--- config.mk ---
export PLATFORM = sky130hd
export DESIGN_NAME = instruction_queue_decode
export DESIGN_NICKNAME = d
export VERILOG_FILES = /design/src/rtl/instruction_queue_decode.sv
export SDC_FILE = /design/constraint.sdc
export NUM_CORES = 1
export LEC_CHECK = 0
export ABC_CLOCK_PERIOD_IN_PS = 8800
export CAP_MARGIN = 10
export CORE_ASPECT_RATIO = 1.25
export CORE_MARGIN = 2
export CORE_UTILIZATION = 47
export DETAILED_ROUTE_END_ITERATION = 8
export PLACE_DENSITY = 0.86
export SLEW_MARGIN = 20
export SYNTH_ARGS = -nofsm -noshare
export SYNTH_HDL_FRONTEND = slang
export SYNTH_SLANG_ARGS = --single-unit
--- constraint.sdc ---
create_clock -name clk -period 8.8 [get_ports clk]
set_input_delay 1.32 -clock clk [delete_from_list [all_inputs] [get_ports clk]]
set_output_delay 1.32 -clock clk [all_outputs]
set_load 0.01 [all_outputs]
--- src/rtl/instruction_queue_decode.sv ---
// Instruction queue with head decode.
// Buffers fetched {instruction, PC} pairs in a small FIFO with valid/ready on both
// sides and splits the head entry into register indices, opcodes, immediates and
// class flags for the register-read/ALU control stage. A synchronous flush drops
// everything in flight when a branch or jump is taken.

module instruction_queue_decode #(
  parameter int unsigned WIDTH    = 16,
  parameter int unsigned IMM_BITS = 8,
  parameter int unsigned OP_BITS  = 4,
  parameter int unsigned REG_BITS = 4,
  parameter int unsigned DEPTH    = 2,
  parameter int unsigned CNT_BITS = $clog2(DEPTH + 1)
) (
  input  logic                clk,
  input  logic                reset_n,
  input  logic                flush,
  // Fetch side
  input  logic                in_valid,
  output logic                in_ready,
  input  logic [WIDTH-1:0]    in_instruction,
  input  logic [WIDTH-1:0]    in_pc,
  // Consumer side
  output logic                out_valid,
  input  logic                out_ready,
  output logic [WIDTH-1:0]    out_instruction,
  output logic [WIDTH-1:0]    out_pc,
  // Head decode
  output logic [OP_BITS-1:0]  op_code,
  output logic [OP_BITS-1:0]  ext_op_code,
  output logic [REG_BITS-1:0] a_index,
  output logic [REG_BITS-1:0] b_index,
  output logic [WIDTH-1:0]    imm_zext,
  output logic [WIDTH-1:0]    imm_sext,
  output logic                is_immediate,
  output logic                is_alu_non_immediate,
  output logic                is_bcond,
  output logic                is_load,
  output logic                is_store,
  output logic                is_jcond,
  output logic                is_shift,
  output logic [CNT_BITS-1:0] occupancy
);

  localparam int unsigned PtrBits = (DEPTH > 1) ? $clog2(DEPTH) : 1;

  // Opcode encodings for the instruction classes the control stage cares about.
  localparam logic [OP_BITS-1:0] OpAlu   = OP_BITS'(4'b0000);
  localparam logic [OP_BITS-1:0] OpMem   = OP_BITS'(4'b0100);
  localparam logic [OP_BITS-1:0] OpShift = OP_BITS'(4'b1000);
  localparam logic [OP_BITS-1:0] OpBcond = OP_BITS'(4'b1100);
  localparam logic [OP_BITS-1:0] ExtLoad  = OP_BITS'(4'b0000);
  localparam logic [OP_BITS-1:0] ExtStore = OP_BITS'(4'b0100);
  localparam logic [OP_BITS-1:0] ExtJcond = OP_BITS'(4'b1100);

  // --------------------------------------------------------------------------
  // Storage and pointers
  // --------------------------------------------------------------------------
  logic [WIDTH-1:0]    r_mem_instr [DEPTH];
  logic [WIDTH-1:0]    r_mem_pc    [DEPTH];
  logic [PtrBits-1:0]  r_rd_ptr;
  logic [PtrBits-1:0]  r_wr_ptr;
  logic [CNT_BITS-1:0] r_count;

  logic                w_push;
  logic                w_pop;
  logic [PtrBits-1:0]  w_rd_ptr_inc;
  logic [PtrBits-1:0]  w_wr_ptr_inc;
  logic [CNT_BITS-1:0] w_count_next;

  // Handshake status comes only from registered occupancy: a pop cannot free a
  // slot for a push in the same cycle, which keeps out_ready off the in_ready path.
  always_comb begin
    in_ready  = (r_count != CNT_BITS'(DEPTH));
    out_valid = (r_count != '0);
    occupancy = r_count;
    w_push    = in_valid & in_ready;
    w_pop     = out_valid & out_ready;
  end

  // Pointer increments with explicit wrap at DEPTH-1.
  always_comb begin
    w_rd_ptr_inc = (r_rd_ptr == PtrBits'(DEPTH - 1)) ? '0 : r_rd_ptr + PtrBits'(1);
    w_wr_ptr_inc = (r_wr_ptr == PtrBits'(DEPTH - 1)) ? '0 : r_wr_ptr + PtrBits'(1);
  end

  // Occupancy next state; simultaneous push and pop leaves it unchanged.
  always_comb begin
    w_count_next = r_count;
    unique case ({w_push, w_pop})
      2'b10:   w_count_next = r_count + CNT_BITS'(1);
      2'b01:   w_count_next = r_count - CNT_BITS'(1);
      default: w_count_next = r_count;
    endcase
  end

  // Pointer and count registers; flush wins over any push or pop in the same cycle.
  always_ff @(posedge clk or negedge reset_n) begin
    if (!reset_n) begin
      r_rd_ptr <= '0;
      r_wr_ptr <= '0;
      r_count  <= '0;
    end else if (flush) begin
      r_rd_ptr <= '0;
      r_wr_ptr <= '0;
      r_count  <= '0;
    end else begin
      if (w_push) r_wr_ptr <= w_wr_ptr_inc;
      if (w_pop)  r_rd_ptr <= w_rd_ptr_inc;
      r_count <= w_count_next;
    end
  end

  // Data array write; not reset, and a push coinciding with flush is dropped.
  always_ff @(posedge clk) begin
    if (w_push && !flush) begin
      r_mem_instr[r_wr_ptr] <= in_instruction;
      r_mem_pc[r_wr_ptr]    <= in_pc;
    end
  end

  // Head entry is read straight from storage; no bypass from the fetch side.
  always_comb begin
    out_instruction = r_mem_instr[r_rd_ptr];
    out_pc          = r_mem_pc[r_rd_ptr];
  end

  // --------------------------------------------------------------------------
  // Head decode
  // --------------------------------------------------------------------------
  logic [OP_BITS-1:0]  w_op;
  logic [OP_BITS-1:0]  w_ext;
  logic [REG_BITS-1:0] w_a;
  logic [REG_BITS-1:0] w_b;
  logic [IMM_BITS-1:0] w_imm;

  // Raw field split of the head instruction.
  always_comb begin
    w_op  = out_instruction[WIDTH-1 -: OP_BITS];
    w_a   = out_instruction[WIDTH-OP_BITS-1 -: REG_BITS];
    w_ext = out_instruction[REG_BITS +: OP_BITS];
    w_b   = out_instruction[REG_BITS-1:0];
    w_imm = out_instruction[IMM_BITS-1:0];
  end

  // Decoded outputs, forced to zero whenever the head entry is not valid so that
  // stale storage contents never leak out as a spurious instruction class.
  always_comb begin
    op_code              = '0;
    ext_op_code          = '0;
    a_index              = '0;
    b_index              = '0;
    imm_zext             = '0;
    imm_sext             = '0;
    is_immediate         = 1'b0;
    is_alu_non_immediate = 1'b0;
    is_bcond             = 1'b0;
    is_load              = 1'b0;
    is_store             = 1'b0;
    is_jcond             = 1'b0;
    is_shift             = 1'b0;
    if (out_valid) begin
      op_code              = w_op;
      ext_op_code          = w_ext;
      a_index              = w_a;
      b_index              = w_b;
      imm_zext             = {{(WIDTH - IMM_BITS){1'b0}}, w_imm};
      imm_sext             = {{(WIDTH - IMM_BITS){w_imm[IMM_BITS-1]}}, w_imm};
      is_immediate         = (w_op[1:0] != 2'b00);
      is_alu_non_immediate = (w_op == OpAlu);
      is_bcond             = (w_op == OpBcond);
      is_shift             = (w_op == OpShift);
      // Memory/jump group: the ext opcode selects exactly one class, or none.
      is_load              = (w_op == OpMem) && (w_ext == ExtLoad);
      is_store             = (w_op == OpMem) && (w_ext == ExtStore);
      is_jcond             = (w_op == OpMem) && (w_ext == ExtJcond);
    end
  end

endmodule

==> impl_metrics.env, run 1 <==
export IMPL_leakage_nw=1.50
export IMPL_avgSynthCellArea_um2=15.3
export IMPL_placed_area_mm2=0.00421
export IMPL_cpPeakStageDelay_ns=1.08
export IMPL_wire_per_inst_um=15.5
export IMPL_hpwlAfterDp_um=4480
export IMPL_hp_class="reg -> reg"
export IMPL_synth_cell_types=38
export IMPL_synth_compound_area_share_pct=3.53
export IMPL_ir_worst_vdd_mv=0.119
export IMPL_clock_path_buffers=2
export IMPL_setup_tns_final_ns=0
export IMPL_worst_setup_path_end_kind="primary output"
export IMPL_rsz0062_at_grt="false"
export IMPL_worstPathMaxFanout=44
export IMPL_area_delta_synth_final_pct=38.4
export IMPL_yosysWarnings=0
export IMPL_cts_buffers=9
export IMPL_initial_core_util_pct=48.3
export IMPL_drv_cap=0
export IMPL_cp_required_ns=7.48
export IMPL_place_ws_ns=5.03
export IMPL_grt_max_degree=45
export IMPL_first_iter_violations=65
export IMPL_fmax_ghz=0.244
export IMPL_drc_errors=0
export IMPL_ctsResizeCount=0
export IMPL_synth_top_area_cell="edfxtp_1"
export IMPL_grt_usage_pct=16.8
export IMPL_layout_min_cycle_time_ns=4.09
export IMPL_critPathLaunchType="flip-flop"
export IMPL_antenna_found_initial=0
export IMPL_status="complete, no violations"
export IMPL_wl_um=6170
export IMPL_ctsHoldBuffers=0
export IMPL_grt_pass1_wl_um=9360
export IMPL_core_rowCount=33
export IMPL_fin_area_mm2=0.00436
export IMPL_gp_congestion=0.808
export IMPL_htreeDepth=3
export IMPL_setup_ws_ns=4.71
export IMPL_cts_tree="built"
export IMPL_cts_root_buf="clkbuf_8"
export IMPL_cts_sinks=68
export IMPL_synth_area_leaders="edfxtp_1 (61%), buf_4 (7.9%), mux2_2 (6.8%)"
export IMPL_ys_ff_latch=68
export IMPL_synth_edff_count=64
export IMPL_layout_cells_non_filler=398
export IMPL_synth_mux_area_share_pct=13.1
export IMPL_drt_antenna_violating_nets=0
export IMPL_setup_viol=0
export IMPL_fin_skew_ns=0.00214
export IMPL_netlist_area_mm2=0.00315
export IMPL_synth_simple_gate_area_share_pct=8.93
export IMPL_min_period_over_period_pct=46.5
export IMPL_layout_commonest_cell="clkdlybuf4s50_1"
export IMPL_slowest_stage="dfrtp_2"
export IMPL_final_layout_size_suffix_gt1_share_pct=19.0
export IMPL_dp_cells=383
export IMPL_synth_xor_area_share_pct=0.278
export IMPL_fp_dieArea_mm2=0.00738
export IMPL_io_pins=128
export IMPL_post_cts_buffers=0
export IMPL_design_core_area_mm2=0.00652
export IMPL_async_flop_share_pct=5.88
export IMPL_grt_pass1_vias=1908
export IMPL_via_per_inst=4.84
export IMPL_cts_clk_slew_worst_paths_ns=0.06
export IMPL_die_h_um=95.6
export IMPL_p_per_area_mw_per_mm2=166
export IMPL_overflow=0
export IMPL_tightest_slew_ns=1.08
export IMPL_power_total_mw=0.725
export IMPL_yosys_area_share_adder_pct=0
export IMPL_layout_nets=344
export IMPL_crit_chain="nor3b_1 > nand3_1 > a221oi_2 > clkdlybuf4s50_1"
export IMPL_portBuffers=119
export IMPL_netlist_area_leader_share_pct=61.0
export IMPL_clock_latency_ns=0.32
export IMPL_ys_seq_area_share_pct=64.1
export IMPL_critPathTopFamily="flip-flops"
export IMPL_maxSlewViolCount=0
export IMPL_maxSlewHeadroom_pct=28.3
export IMPL_critical_path_class="reg -> out"
export IMPL_ys_flop_type="edfxtp_1"
export IMPL_fp_dieW_um=77.3
export IMPL_n_antenna_cell=0
export IMPL_path_buf_inv=1
export IMPL_crit_arrival_ns=2.77
export IMPL_final_hold_violation_count=0
export IMPL_syn_inst=206
export IMPL_synth_top_family_by_area="multiplexers"
export IMPL_firstDrtPassIters=4
export IMPL_via_count=1928
export IMPL_final_cell_mix="clkdlybuf4s50_1 (119), edfxtp_1 (64), mux2_2 (19), and2_1 (14), mux2_4 (11)"
-- path summary, 6_finish.rpt --
kind | startpoint | to | slack [ns] | depth (start not counted)
max reg2reg | occupancy[1] | r_mem_instr[1][9] | 7.01 | 5
min | r_wr_ptr | r_wr_ptr | 0.59 | 2
min reg2reg | r_wr_ptr | r_wr_ptr | 0.59 | 2
max | r_rd_ptr | is_jcond | 4.71 | 4
max in group asynchronous | reset_n | r_rd_ptr | 7.42 | 1
min in group asynchronous | reset_n | occupancy[0] | 1.20 | 1
-- where the power goes --
group	switching, mW	internal, mW	leakage [nW]
clock network	0.101	0.0995	0.0800
logic	0.0568	0.0866	0.786
registers	0.0127	0.368	0.639
-- cell usage after synthesis (all sizes together), types with 2 or more instances --
master and number:
nor3b 3, and2 14, a21oi 7, dfrtp 4
mux2i 2, nand3 3, nor3 6, o21ai 2
edfxtp 64, nand3b 2, a211oi 2, nand2 4
nor2 7, inv 6, buf 38, mux2 30
-- final cells by class --
type                       count  area (um2)
multi-input combinational    101         853
clock buffer                  12         135
clock inverter                 3        15.0
timing repair buffer         121        1210
sequential                    68        2020
inverter                       6        22.5
fill                         497        2160
tap                           87         109
-- metrics by stage --
step	hold WS (ns)	utilization (%)
final	0.591	66.9
after global routing	0.619	66.9
after CTS	0.592	66.9
after detailed placement	0.585	64.6
after global placement	0.567	64.6
after floorplan	0.529	-
-- layer usage --
layer	vias up	part of all wire, %	track usage (%)
met3	12	5.0	3.22
li1	920	-	-
met1	917	36	17.7
met2	79	56	31.4
met4	0	2.5	9.82
met5	-	0	0
-- cells by family after synthesis --
logic type | count (synthesis)
AO/OA/AOI/OAI | 16
AND/OR/NAND/NOR | 44
XOR/XNOR | 1
buffers and inverters | 44
multiplexers | 32
flip-flops | 68
other | 1
-- sequential cells by signal, indices dropped and copies added, names as in the netlist --
register and cells:
r_mem_pc 32, r_wr_ptr 1, r_mem_instr 32, occupancy 2, r_rd_ptr 1
-- worst min-delay path, cell delays in order, from the launching register on --
cell	delay (ns)
dfrtp_1	0.40
o21ai_0	0.08
a21oi_1	0.06
No activity file was read; power rests on OpenSTA's default activity.
==> run 2: changes to the inputs <==
ABC_CLOCK_PERIOD_IN_PS = 3900   (was 8800)
CORE_UTILIZATION = 43   (was 47)
PLACE_DENSITY = 0.8   (was 0.86)
clock period = 3.9 ns   (was 8.8 ns; I/O delays follow)
==> run 2 against run 1 <==
  * Critical endpoint is now is_immediate
  * Via count rose by 0.41%
  * Combinational power rose by 130%
  * Sequential share of layout area fell by 0.80 points
  * Count of clock-buffer cells in the layout fell by 3
  * Flip-flop and latch count did not move
  * First-iteration DRC count rose by 43%
  * Worst setup slack got worse by 4.0 ns
  * Final area rose by 1.7%
==> impl_metrics.env, run 2 (synthesis gave the netlist of run 1 again) <==
export IMPL_status="complete, no violations"
export IMPL_critPathTopFamily="buffers and inverters"
export IMPL_place_ws_ns=1.09
export IMPL_layout_nets=345
export IMPL_final_layout_size_suffix_gt1_share_pct=20.1
export IMPL_setup_viol=0
export IMPL_overflow=0
export IMPL_wl_met1_um=2310
export IMPL_wl_met2_um=3650
export IMPL_fp_dieW_um=80.6
export IMPL_grt_pass1_wl_um=9860
export IMPL_cpPeakStageDelay_ns=0.74
export IMPL_clock_latency_ns=0.33
export IMPL_core_rowCount=34
export IMPL_layout_commonest_cell="clkdlybuf4s50_1"
export IMPL_cts_buffers=9
export IMPL_crit_chain="buf_4 > nor3_1 > a21oi_2 > and2_1 > clkdlybuf4s50_1"
export IMPL_final_hold_violation_count=0
export IMPL_htreeDepth=3
export IMPL_rsz0062_at_grt="false"
export IMPL_firstDrtPassIters=4
export IMPL_via_count=1936
export IMPL_grt_max_degree=33
export IMPL_path_buf_inv=2
export IMPL_final_cell_mix="clkdlybuf4s50_1 (119), edfxtp_1 (64), mux2_2 (19), and2_1 (14), mux2_4 (11)"
export IMPL_fp_dieArea_mm2=0.00804
export IMPL_maxSlewHeadroom_pct=61.2
export IMPL_crit_arrival_ns=2.59
export IMPL_min_period_over_period_pct=81.3
export IMPL_area_delta_synth_final_pct=40.8
export IMPL_via_per_inst=4.80
export IMPL_met3_length_um=340
export IMPL_setup_ws_ns=0.728
export IMPL_initial_core_util_pct=44.9
export IMPL_ctsResizeCount=0
export IMPL_hp_class="in -> async"
export IMPL_first_iter_violations=93
export IMPL_fill_cells=544
export IMPL_topRoutingLayerUsed="met4"
export IMPL_worst_setup_path_end_kind="primary output"
export IMPL_fin_util_pct=63.3
export IMPL_cts_tree="built"
export IMPL_maxSlewViolCount=0
export IMPL_cts_sinks=68
export IMPL_slowest_stage="dfrtp_2"
export IMPL_drt_antenna_violating_nets=0
export IMPL_wire_per_inst_um=16.1
export IMPL_seqCellArea_mm2=0.00202
export IMPL_wl_um=6480
export IMPL_p_per_area_mw_per_mm2=404
export IMPL_critical_path_class="reg -> out"
export IMPL_cp_required_ns=3.31
export IMPL_multi_input_area_um2=853
export IMPL_n_antenna_cell=0
export IMPL_cts_clk_slew_worst_paths_ns=0.07
export IMPL_fin_skew_ns=0.00491
export IMPL_critPathLaunchType="flip-flop"
export IMPL_layout_min_cycle_time_ns=3.17
export IMPL_grt_usage_pct=16.7
export IMPL_gp_congestion=0.848
export IMPL_drc_errors=0
export IMPL_ir_worst_vdd_mv=0.521
export IMPL_clock_path_buffers=2
export IMPL_antenna_found_initial=0
export IMPL_portBuffers=119
export IMPL_grt_pass1_vias=2012
export IMPL_fin_hold_ws_ns=0.460
export IMPL_ctsHoldBuffers=0
export IMPL_drv_cap=0
export IMPL_tightest_slew_ns=0.582
export IMPL_design_core_area_mm2=0.00702
export IMPL_die_h_um=99.7
export IMPL_fmax_ghz=0.315
export IMPL_leakage_nw=1.53
export IMPL_io_pins=128
export IMPL_cts_root_buf="clkbuf_8"
export IMPL_post_cts_buffers=0
export IMPL_worstPathMaxFanout=28
export IMPL_setup_tns_final_ns=0
run 2: changes by cell type in the layout (fill, tap and decap cells not counted):
cell,previous run,this run
clkinv_1,0,1
clkinvlp_4,0,3
clkinv_2,3,1
bufinv_16,0,2
clkbuf_1,3,0
buf_4,2,3
run 2: cell type report:
type	instances	area share, %
well taps	90	2.54
clock buffers	9	2.79
clock inverters	7	2.06
inverters	6	0.507
multi-input cells	101	19.2
repair buffers	122	27.3
flip-flops and latches	68	45.6
run 2: final timing paths:
| path | depth (start not counted) | to | from | slack (ns) |
|---|---|---|---|---|
| worst max-delay path | 5 | is_immediate | r_rd_ptr | 0.73 |
| worst min-delay path | 1 | r_rd_ptr | reset_n | 0.46 |
| worst max register to register | 5 | r_mem_pc[1][1] | occupancy[1] | 2.12 |
| worst min register to register | 2 | r_wr_ptr | r_wr_ptr | 0.60 |
| max in group asynchronous | 1 | r_rd_ptr | reset_n | 3.25 |
| min in group clk | 2 | r_wr_ptr | r_wr_ptr | 0.60 |
run 2: through the flow:
stage | instance area [um2] | total power [mW] | instances
after floorplan | 3180 | 1.04 | 213
after global placement | 4230 | 1.19 | 387
after detailed placement | 4230 | 1.20 | 387
after CTS | 4440 | 1.81 | 403
after global routing | 4440 | 1.87 | 403
final | 4440 | 1.79 | 403
run 2: layer usage:
layer  track usage (%)  up-vias
met4              9.00        0
met5                 0        -
met1              17.4      924
li1                  -      918
met2              30.3       79
met3              3.99       15
run 2: worst register-to-register path, stage by stage (launching register included):
cell     delay [ns]
dfrtp_1        0.46
nor2b_1        0.20
inv_2          0.08
nand2_1        0.09
nor3b_2        0.19
buf_4          0.40
run 2: power breakdown:
| group | leakage (nW) | switching (mW) | internal [mW] |
|---|---|---|---|
| Combinational | 0.791 | 0.137 | 0.195 |
| Clock | 0.0989 | 0.254 | 0.356 |
| Sequential | 0.639 | 0.0210 | 0.829 |
